--- src/rtl/button_debouncer_pkg.sv ---
// Shared constants and types for the push-button debouncer.
// Defaults target a 50 MHz board clock with a 1 ms debounce timebase.
package btn_pkg;

  localparam int unsigned CLK_HZ          = 32'd50_000_000;
  localparam int unsigned DIV_FACTOR_DEF  = 32'd25_000;
  localparam int unsigned DEBOUNCE_MS_DEF = 32'd5;

  typedef enum logic {
    ST_STABLE   = 1'b0,
    ST_CHANGING = 1'b1
  } db_state_e;

endpackage

--- src/rtl/button_debouncer_if.sv ---
// Button-side bundle: raw button in, debounced level, press pulse and ms clock out.
interface button_debouncer_if;

  logic button;
  logic signal;
  logic press_pulse;
  logic clk_ms;

  modport master (output button, input signal, input press_pulse, input clk_ms);
  modport slave  (input button, output signal, output press_pulse, output clk_ms);

endinterface

--- src/rtl/button_debouncer_ms_tick_gen.sv ---
// Divides clk down to a 50% duty millisecond clock and a one-cycle tick
// on each falling edge of that clock.
module ms_tick_gen
  import btn_pkg::*;
#(
  parameter int unsigned DIV_FACTOR = DIV_FACTOR_DEF
) (
  input  logic clk,
  input  logic reset,
  output logic clk_ms,
  output logic ms_tick
);

  localparam int unsigned CW = (DIV_FACTOR > 32'd1) ? $clog2(DIV_FACTOR) : 32'd1;
  localparam logic [CW-1:0] CNT_MAX = CW'(DIV_FACTOR - 32'd1);

  generate
    if (DIV_FACTOR < 32'd2) begin : g_bad_div
      $error("ms_tick_gen: DIV_FACTOR must be at least 2");
    end
  endgenerate

  logic [CW-1:0] r_div_cnt;
  logic          r_clk_ms;
  logic          w_wrap;

  assign w_wrap = (r_div_cnt == CNT_MAX);

  // Half-period counter; each wrap toggles the ms clock
  always_ff @(posedge clk or negedge reset) begin
    if (!reset) begin
      r_div_cnt <= '0;
      r_clk_ms  <= 1'b0;
    end else if (w_wrap) begin
      r_div_cnt <= '0;
      r_clk_ms  <= ~r_clk_ms;
    end else begin
      r_div_cnt <= r_div_cnt + CW'(1);
      r_clk_ms  <= r_clk_ms;
    end
  end

  assign clk_ms  = r_clk_ms;
  assign ms_tick = w_wrap & r_clk_ms;

endmodule

--- src/rtl/button_debouncer.sv ---
// Debounces a raw push-button: 2-flop synchronizer, ms-tick qualified
// change counter, registered clean level and press pulse.
module button_debouncer
  import btn_pkg::*;
#(
  parameter int unsigned DIV_FACTOR  = DIV_FACTOR_DEF,
  parameter int unsigned DEBOUNCE_MS = DEBOUNCE_MS_DEF
) (
  input  logic                clk,
  input  logic                reset,
  button_debouncer_if.slave   bus
);

  localparam int unsigned DW = (DEBOUNCE_MS >= 32'd1) ? $clog2(DEBOUNCE_MS + 32'd1) : 32'd1;
  localparam logic [DW-1:0] DB_MAX = DW'(DEBOUNCE_MS);

  generate
    if (DEBOUNCE_MS < 32'd1) begin : g_bad_db
      $error("button_debouncer: DEBOUNCE_MS must be at least 1");
    end
  endgenerate

  logic          w_ms_tick;
  logic          w_clk_ms;
  logic          r_sync1;
  logic          r_sync2;
  logic [DW-1:0] r_db_cnt;
  logic          r_signal;
  logic          r_signal_q;
  logic          r_press_pulse;
  db_state_e     w_state;
  logic [DW-1:0] w_db_next;
  logic          w_signal_next;

  ms_tick_gen #(.DIV_FACTOR(DIV_FACTOR)) u_ms_tick_gen (
    .clk     (clk),
    .reset   (reset),
    .clk_ms  (w_clk_ms),
    .ms_tick (w_ms_tick)
  );

  // Two-flop synchronizer for the asynchronous raw button
  always_ff @(posedge clk or negedge reset) begin
    if (!reset) begin
      r_sync1 <= 1'b0;
      r_sync2 <= 1'b0;
    end else begin
      r_sync1 <= bus.button;
      r_sync2 <= r_sync1;
    end
  end

  assign w_state = (r_sync2 != r_signal) ? ST_CHANGING : ST_STABLE;

  // Any cycle back at the output level restarts qualification (glitch reject)
  always_comb begin
    w_db_next     = r_db_cnt;
    w_signal_next = r_signal;
    case (w_state)
      ST_STABLE: begin
        w_db_next = '0;
      end
      ST_CHANGING: begin
        if (w_ms_tick) begin
          if ((r_db_cnt + DW'(1)) == DB_MAX) begin
            w_db_next     = '0;
            w_signal_next = r_sync2;
          end else begin
            w_db_next = r_db_cnt + DW'(1);
          end
        end else begin
          w_db_next = r_db_cnt;
        end
      end
      default: begin
        w_db_next = '0;
      end
    endcase
  end

  // Debounce counter, clean level and delayed copy for edge detection
  always_ff @(posedge clk or negedge reset) begin
    if (!reset) begin
      r_db_cnt      <= '0;
      r_signal      <= 1'b0;
      r_signal_q    <= 1'b0;
      r_press_pulse <= 1'b0;
    end else begin
      r_db_cnt      <= w_db_next;
      r_signal      <= w_signal_next;
      r_signal_q    <= r_signal;
      r_press_pulse <= r_signal & ~r_signal_q;
    end
  end

  assign bus.signal      = r_signal;
  assign bus.press_pulse = r_press_pulse;
  assign bus.clk_ms      = w_clk_ms;

endmodule

--- src/flat_wrapper.sv ---
// flat-port wrapper written by rule: the top's interface ports become plain ports
module button_debouncer_flat import btn_pkg::*;
#(
  parameter int unsigned DIV_FACTOR  = DIV_FACTOR_DEF,
  parameter int unsigned DEBOUNCE_MS = DEBOUNCE_MS_DEF
)
  (clk, reset, bus_button, bus_signal, bus_press_pulse, bus_clk_ms);
  button_debouncer_if bus_i ();
  input  logic clk;
  input  logic reset;
  input wire logic [$bits(bus_i.button)-1:0] bus_button;
  output wire logic [$bits(bus_i.signal)-1:0] bus_signal;
  output wire logic [$bits(bus_i.press_pulse)-1:0] bus_press_pulse;
  output wire logic [$bits(bus_i.clk_ms)-1:0] bus_clk_ms;
  assign bus_i.button = bus_button;
  assign bus_signal = bus_i.signal;
  assign bus_press_pulse = bus_i.press_pulse;
  assign bus_clk_ms = bus_i.clk_ms;
  button_debouncer #(.DIV_FACTOR(DIV_FACTOR), .DEBOUNCE_MS(DEBOUNCE_MS)) u_core (.clk(clk), .reset(reset), .bus(bus_i));
endmodule
--- config.mk ---
export PLATFORM = sky130hd
export DESIGN_NAME = button_debouncer_flat
export DESIGN_NICKNAME = d
export VERILOG_FILES = /design/src/rtl/button_debouncer_pkg.sv /design/src/rtl/button_debouncer_if.sv /design/src/rtl/button_debouncer_ms_tick_gen.sv /design/src/rtl/button_debouncer.sv /design/src/flat_wrapper.sv
export SDC_FILE = /design/constraint.sdc
export NUM_CORES = 1
export LEC_CHECK = 0
export CORE_MARGIN = 3
export CORE_UTILIZATION = 24
export CTS_CLUSTER_DIAMETER = 40
export DETAILED_ROUTE_END_ITERATION = 8
export PLACE_DENSITY_LB_ADDON = 0.2
export SYNTH_ARGS = -nofsm -noshare
export SYNTH_HDL_FRONTEND = slang
export SYNTH_SLANG_ARGS = --single-unit
--- constraint.sdc ---
create_clock -name clk -period 3.08 [get_ports clk]
set_clock_uncertainty 0.2 [all_clocks]
set_input_delay 0.462 -clock clk [delete_from_list [all_inputs] [get_ports clk]]
set_output_delay 0.462 -clock clk [all_outputs]
set_load 0.02 [all_outputs]
; Word level (Yosys, flattened, before mapping)
; Index checks and enable logic that the tools add are counted.
[classes]
n_mux = 5
n_addsub = 2
bitwise_logic = 5
n_reduce_logical = 1
n_eq_ne = 4
[op_table]
columns = cell, n
row1 = adder 15 x 1 -> 15 bit (second input constant), 1
row2 = == test 15 bit (second input constant), 1
row3 = two-way mux 15 bit, 1
row4 = two-way mux 3 bit, 2
row5 = case mux 3 bit (2 select lines), 1
row6 = adder 3 x 1 -> 3 bit (second input constant), 1
row7 = == test 3 bit (second input constant), 1
row8 = inverter 1 bit, 3
row9 = AND reduction 3 bit, 1
row10 = AND 1 bit, 2
row11 = inequality test 2 bit (second input constant), 1
row12 = two-way mux 1 bit, 1
row13 = inequality test 1 bit, 1
[totals]
out_inout_bits = 3
regBits = 24

; Depth between registers and ports, before layout
[depth]
ltp_word = 5
depth_mapped = 5
mapped_depth_nobuf = 5

; Cells and area by module
; A second synthesis with hierarchy kept.
[unflattened]
cells_unflattened = 94
area_unflattened_um2 = 1113.6
[by_module_without_submodules]
columns = module, seq_area_each_um2, cells_each, area_each_um2, instances
row1 = ms_tick_gen, 400.4, 67, 775.7, 1
row2 = button_debouncer, 200.2, 27, 337.8, 1

; Worst setup path before layout
; Ideal clock, no wire load.
[synth_path]
kind = register to register
start = reg u_core.u_ms_tick_gen.r_div_cnt[4]
end = reg u_core.r_db_cnt[0]
path_stages_with_launch = 5
t_required_ps = 2807
path_slack_ps = 908
arrival_time_ps = 1899
path_cell_list = dfrtp_1 > or4_4 > or4_4 > a211o_1 > a21oi_2
[synth_between]
elab_chain_len = 3
[synth_lines]
columns = element, line
row1 = "start, declared", button_debouncer_ms_tick_gen.sv:23  ; logic [CW-1:0] r_div_cnt;
row2 = "start signal, assigned", button_debouncer_ms_tick_gen.sv:38  ; r_div_cnt <= r_div_cnt + CW'(1);
row3 = == test 15 bit, button_debouncer_ms_tick_gen.sv:27  ; assign w_wrap = (r_div_cnt == CNT_MAX);
row4 = AND 1 bit, button_debouncer_ms_tick_gen.sv:44  ; assign ms_tick = w_wrap & r_clk_ms;
row5 = inequality test 2 bit (no line), --
row6 = "end signal, assigned", button_debouncer.sv:89  ; r_db_cnt <= w_db_next;
row7 = "end, declared", button_debouncer.sv:27  ; logic [DW-1:0] r_db_cnt;
; No other way between the ends.
; A chain may end at the register's enable or synchronous reset.

; Worst setup path after layout
; Ends and elaborated chain as after synthesis.

==> impl_metrics.toml <==
[floorplanning]
core_box_area_um2 = 4440
die_w_um = 74.3
start_util = 0.252
rows = 24
dieArea_um2 = 5530
io-pin-count = 6
dieHeight_um = 74.3

[setup_path]
reg2reg_slack_ps = 810
first_element_of_the_critical_path = "u_core.u_ms_tick_gen.r_div_cnt[4]"
critical_path_class = "reg -> reg"
number_of_cell_instances_on_the_worst_register_to_register_path = 4
setup.worst_path.start_class = "flip-flop"
crit_path_max_fanout = 5
worstSetupEndpointType = "flip-flop"
worstSetupEndpoint = "u_core.r_db_cnt[0]"
worst_ep_arrival_time_ps = 2260
critical_path.reg2reg.endpoint = "u_core.r_db_cnt[0]"
cp_data_required_time_ps = 3070
rr_startpoint = "u_core.u_ms_tick_gen.r_div_cnt[4]"

[synth]
syn_avg_cell_area_um2 = 11.2
postSynthCellCount = 100
postSynthRegisterBits = 24
synth_area_um2 = 1120
synth-seq-area-share = 0.536
synth_cell_types = 27
syn-num-nets = 106
yosys_warn_count = 0

[sta]
rsz_0062_raised_after_global_routing = "false"
slew_viol_final = 0
slew_headroom = 0.673
period_needed_ps = 2270
worstMarginPinSlew_ps = 486
layout_worst_path_cycle_share = 0.737
finalHoldViolCount = 0
final-setup-viol-count = 0
setup_ws_ps = 810
fmaxAchievable_mhz = 440
fin_tns_setup_ps = 0

[power]
p_per_area_nw_per_um2 = 392
leakagePower_uw = 0.000526
peakVddDrop_v = 0.000206
post-layout-total-power_uw = 507

[route]
route.detailed.wl_per_inst_um = 13.4
detail_route.wirelength_um = 2170
detailroute.via_count = 803
dr.pass1.iters = 4
viasPerCell = 4.96
drt_iter0_drc = 32
detailed_route_drc_error_count = 0
postRouteAntennaNets = 0

[cts]
htree_levels = 1
clkTransAtPathRegs_ps = 80
cts_tree = "yes"
clock_insertion_delay_worst_skew_ps = 260
clock_sinks = 24
cts.root.buffer_cell = "sky130_fd_sc_hd__clkbuf_8"
cts_repair_resize_count = 0
clockBufferDepth = 2
tritoncts.num_buffers = 3
cts-hold-fix-buffers = 0
post-cts-setup-buffer-count = 0

[grt]
antenna_found_initial = 0
grt_max_degree = 25
grt_first_pass_wirelength_um = 3690
grt_pass1_vias = 685
overflow_after_grt = 0
grtUsageTotal = 0.0882

[worst_hold_path]
hold_path_class = "reg -> reg"

[cells_and_area]
drive_above_1_share = 0.118
layout.cell_area.non_filler_um2 = 1290
area_growth_syn_to_layout_pct = 15.3
final_nets = 118
antenna_cells = 0

[outcome]
result_of_the_run = "complete, no violations"

[placement]
detailed_place.area_um2 = 1250
io_buffers = 5
finalWeightedCongestion = 0.799
detailedPlace.worstSlack_ps = 824
post-dp-hpwl_um = 1590

[run]
max_cap_viol_count = 0
-- area by class of cell --
cell class | instances | area, um^2
Sequential cell | 24 | 601
Tap cell | 52 | 65.1
Multi-Input combinational cell | 74 | 513
Inverter | 2 | 7.51
Clock buffer | 3 | 41.3
Timing Repair Buffer | 7 | 65.1
Fill cell | 468 | 3150
-- worst min path at each step --
stage                         from                     end  slack (ps)  cells past startpoint
floorplan                    reset  u_core.bus.press_pulse         -30                      0
global placement    u_core.r_sync1          u_core.r_sync2         130                      0
detailed placement  u_core.r_sync1          u_core.r_sync2         160                      0
CTS                 u_core.r_sync1          u_core.r_sync2         180                      0
global route        u_core.r_sync1          u_core.r_sync2         190                      0
finish              u_core.r_sync1          u_core.r_sync2         170                      0
-- state kept, by name (all words and copies together), names as in the netlist --
signal and cells:
u_core.r_db_cnt 3, u_core.r_sync1 1, u_core.r_sync2 1, u_core.r_signal_q 1, u_core.u_ms_tick_gen.clk_ms 1, u_core.u_ms_tick_gen.r_div_cnt 15, u_core.bus.signal 1, u_core.bus.press_pulse 1
-- logic make-up (layout without fill, tap and decap cells) --
logic type                 Yosys count  in the layout  share of synthesized area
and+or+nand+nor                     47             47                      0.261
DFF                                 24             24                      0.536
xor gates and xnor gates            13             13                      0.102
AOI/OAI and AO/OA                   10             10                     0.0513
adders and majority gates            3              3                     0.0335
buffers and inverters                2             12                    0.00670
muxes                                1              1                     0.0100
-- per-stage QoR --
stage                util  instances  hold slack (ps)
detailed placement  0.282        159              157
finish              0.291        162              165
global route        0.291        162              191
floorplan               -        100            -33.6
global placement    0.282        159              132
CTS                 0.291        162              177
-- placed cells by master, fill, tap and decap left out, drive strengths merged --
master         synthesis  routed
dfrtp                 24      24
a211o                  1       1
or3                    2       2
nand4                  5       5
nor2                   8       8
nand3                  5       5
or4b                   1       1
buf                    0       2
and4                   1       1
o21ai                  5       5
nor3                   1       1
nor2b                  2       2
ha                     3       3
or4bb                  2       2
xnor2                  8       8
nor4                   2       2
or4                    6       6
and2b                  1       1
nand4b                 2       2
mux2                   1       1
xor2                   5       5
nand2                  9       9
clkbuf                 0       3
a21oi                  4       4
inv                    2       2
clkdlybuf4s50          0       5
-- worst max-delay path, cell delays in order, from the launching register on --
cell                      delay, ps
sky130_fd_sc_hd__dfrtp_1        430
sky130_fd_sc_hd__or4_4          560
sky130_fd_sc_hd__or4_4          580
sky130_fd_sc_hd__a211o_1        310
sky130_fd_sc_hd__a21oi_2        140
-- cells in the mapped netlist --
| cell | n | share of area |
|---|---|---|
| sky130_fd_sc_hd__a211o_1 | 1 | 0.0078 |
| sky130_fd_sc_hd__a21oi_1 | 3 | 0.013 |
| sky130_fd_sc_hd__a21oi_2 | 1 | 0.0078 |
| sky130_fd_sc_hd__and2b_1 | 1 | 0.0067 |
| sky130_fd_sc_hd__and4_2 | 1 | 0.0089 |
| sky130_fd_sc_hd__dfrtp_1 | 24 | 0.54 |
| sky130_fd_sc_hd__ha_1 | 3 | 0.033 |
| sky130_fd_sc_hd__inv_1 | 2 | 0.0067 |
| sky130_fd_sc_hd__mux2_2 | 1 | 0.010 |
| sky130_fd_sc_hd__nand2_1 | 9 | 0.030 |
| sky130_fd_sc_hd__nand3_1 | 5 | 0.022 |
| sky130_fd_sc_hd__nand4_1 | 5 | 0.028 |
| sky130_fd_sc_hd__nand4b_1 | 2 | 0.016 |
| sky130_fd_sc_hd__nor2_1 | 8 | 0.027 |
| sky130_fd_sc_hd__nor2b_1 | 2 | 0.011 |
| sky130_fd_sc_hd__nor3_1 | 1 | 0.0045 |
| sky130_fd_sc_hd__nor4_1 | 1 | 0.0056 |
| sky130_fd_sc_hd__nor4_2 | 1 | 0.011 |
| sky130_fd_sc_hd__o21ai_0 | 5 | 0.022 |
| sky130_fd_sc_hd__or3_1 | 2 | 0.011 |
| sky130_fd_sc_hd__or4_1 | 4 | 0.027 |
| sky130_fd_sc_hd__or4_4 | 2 | 0.020 |
| sky130_fd_sc_hd__or4b_2 | 1 | 0.0089 |
| sky130_fd_sc_hd__or4bb_1 | 1 | 0.010 |
| sky130_fd_sc_hd__or4bb_4 | 1 | 0.013 |
| sky130_fd_sc_hd__xnor2_1 | 8 | 0.063 |
| sky130_fd_sc_hd__xor2_1 | 5 | 0.039 |
-- per-layer routing --
layer | vias up | wire length (um) | GRT usage
li1 | 384 | - | -
met1 | 401 | 1030 | 0.128
met2 | 18 | 1030 | 0.133
met3 | 0 | 103 | 0.0324
met4 | 0 | 0 | 0.00593
met5 | - | 0 | 0
-- report_power, final --
part	switching [uW]	leakage (uW)	internal, uW
clock	92.4	0.0000216	87.3
combinational	7.11	0.000188	3.48
sequential	0.586	0.000316	316
Power figures use the tool's default switching activity.
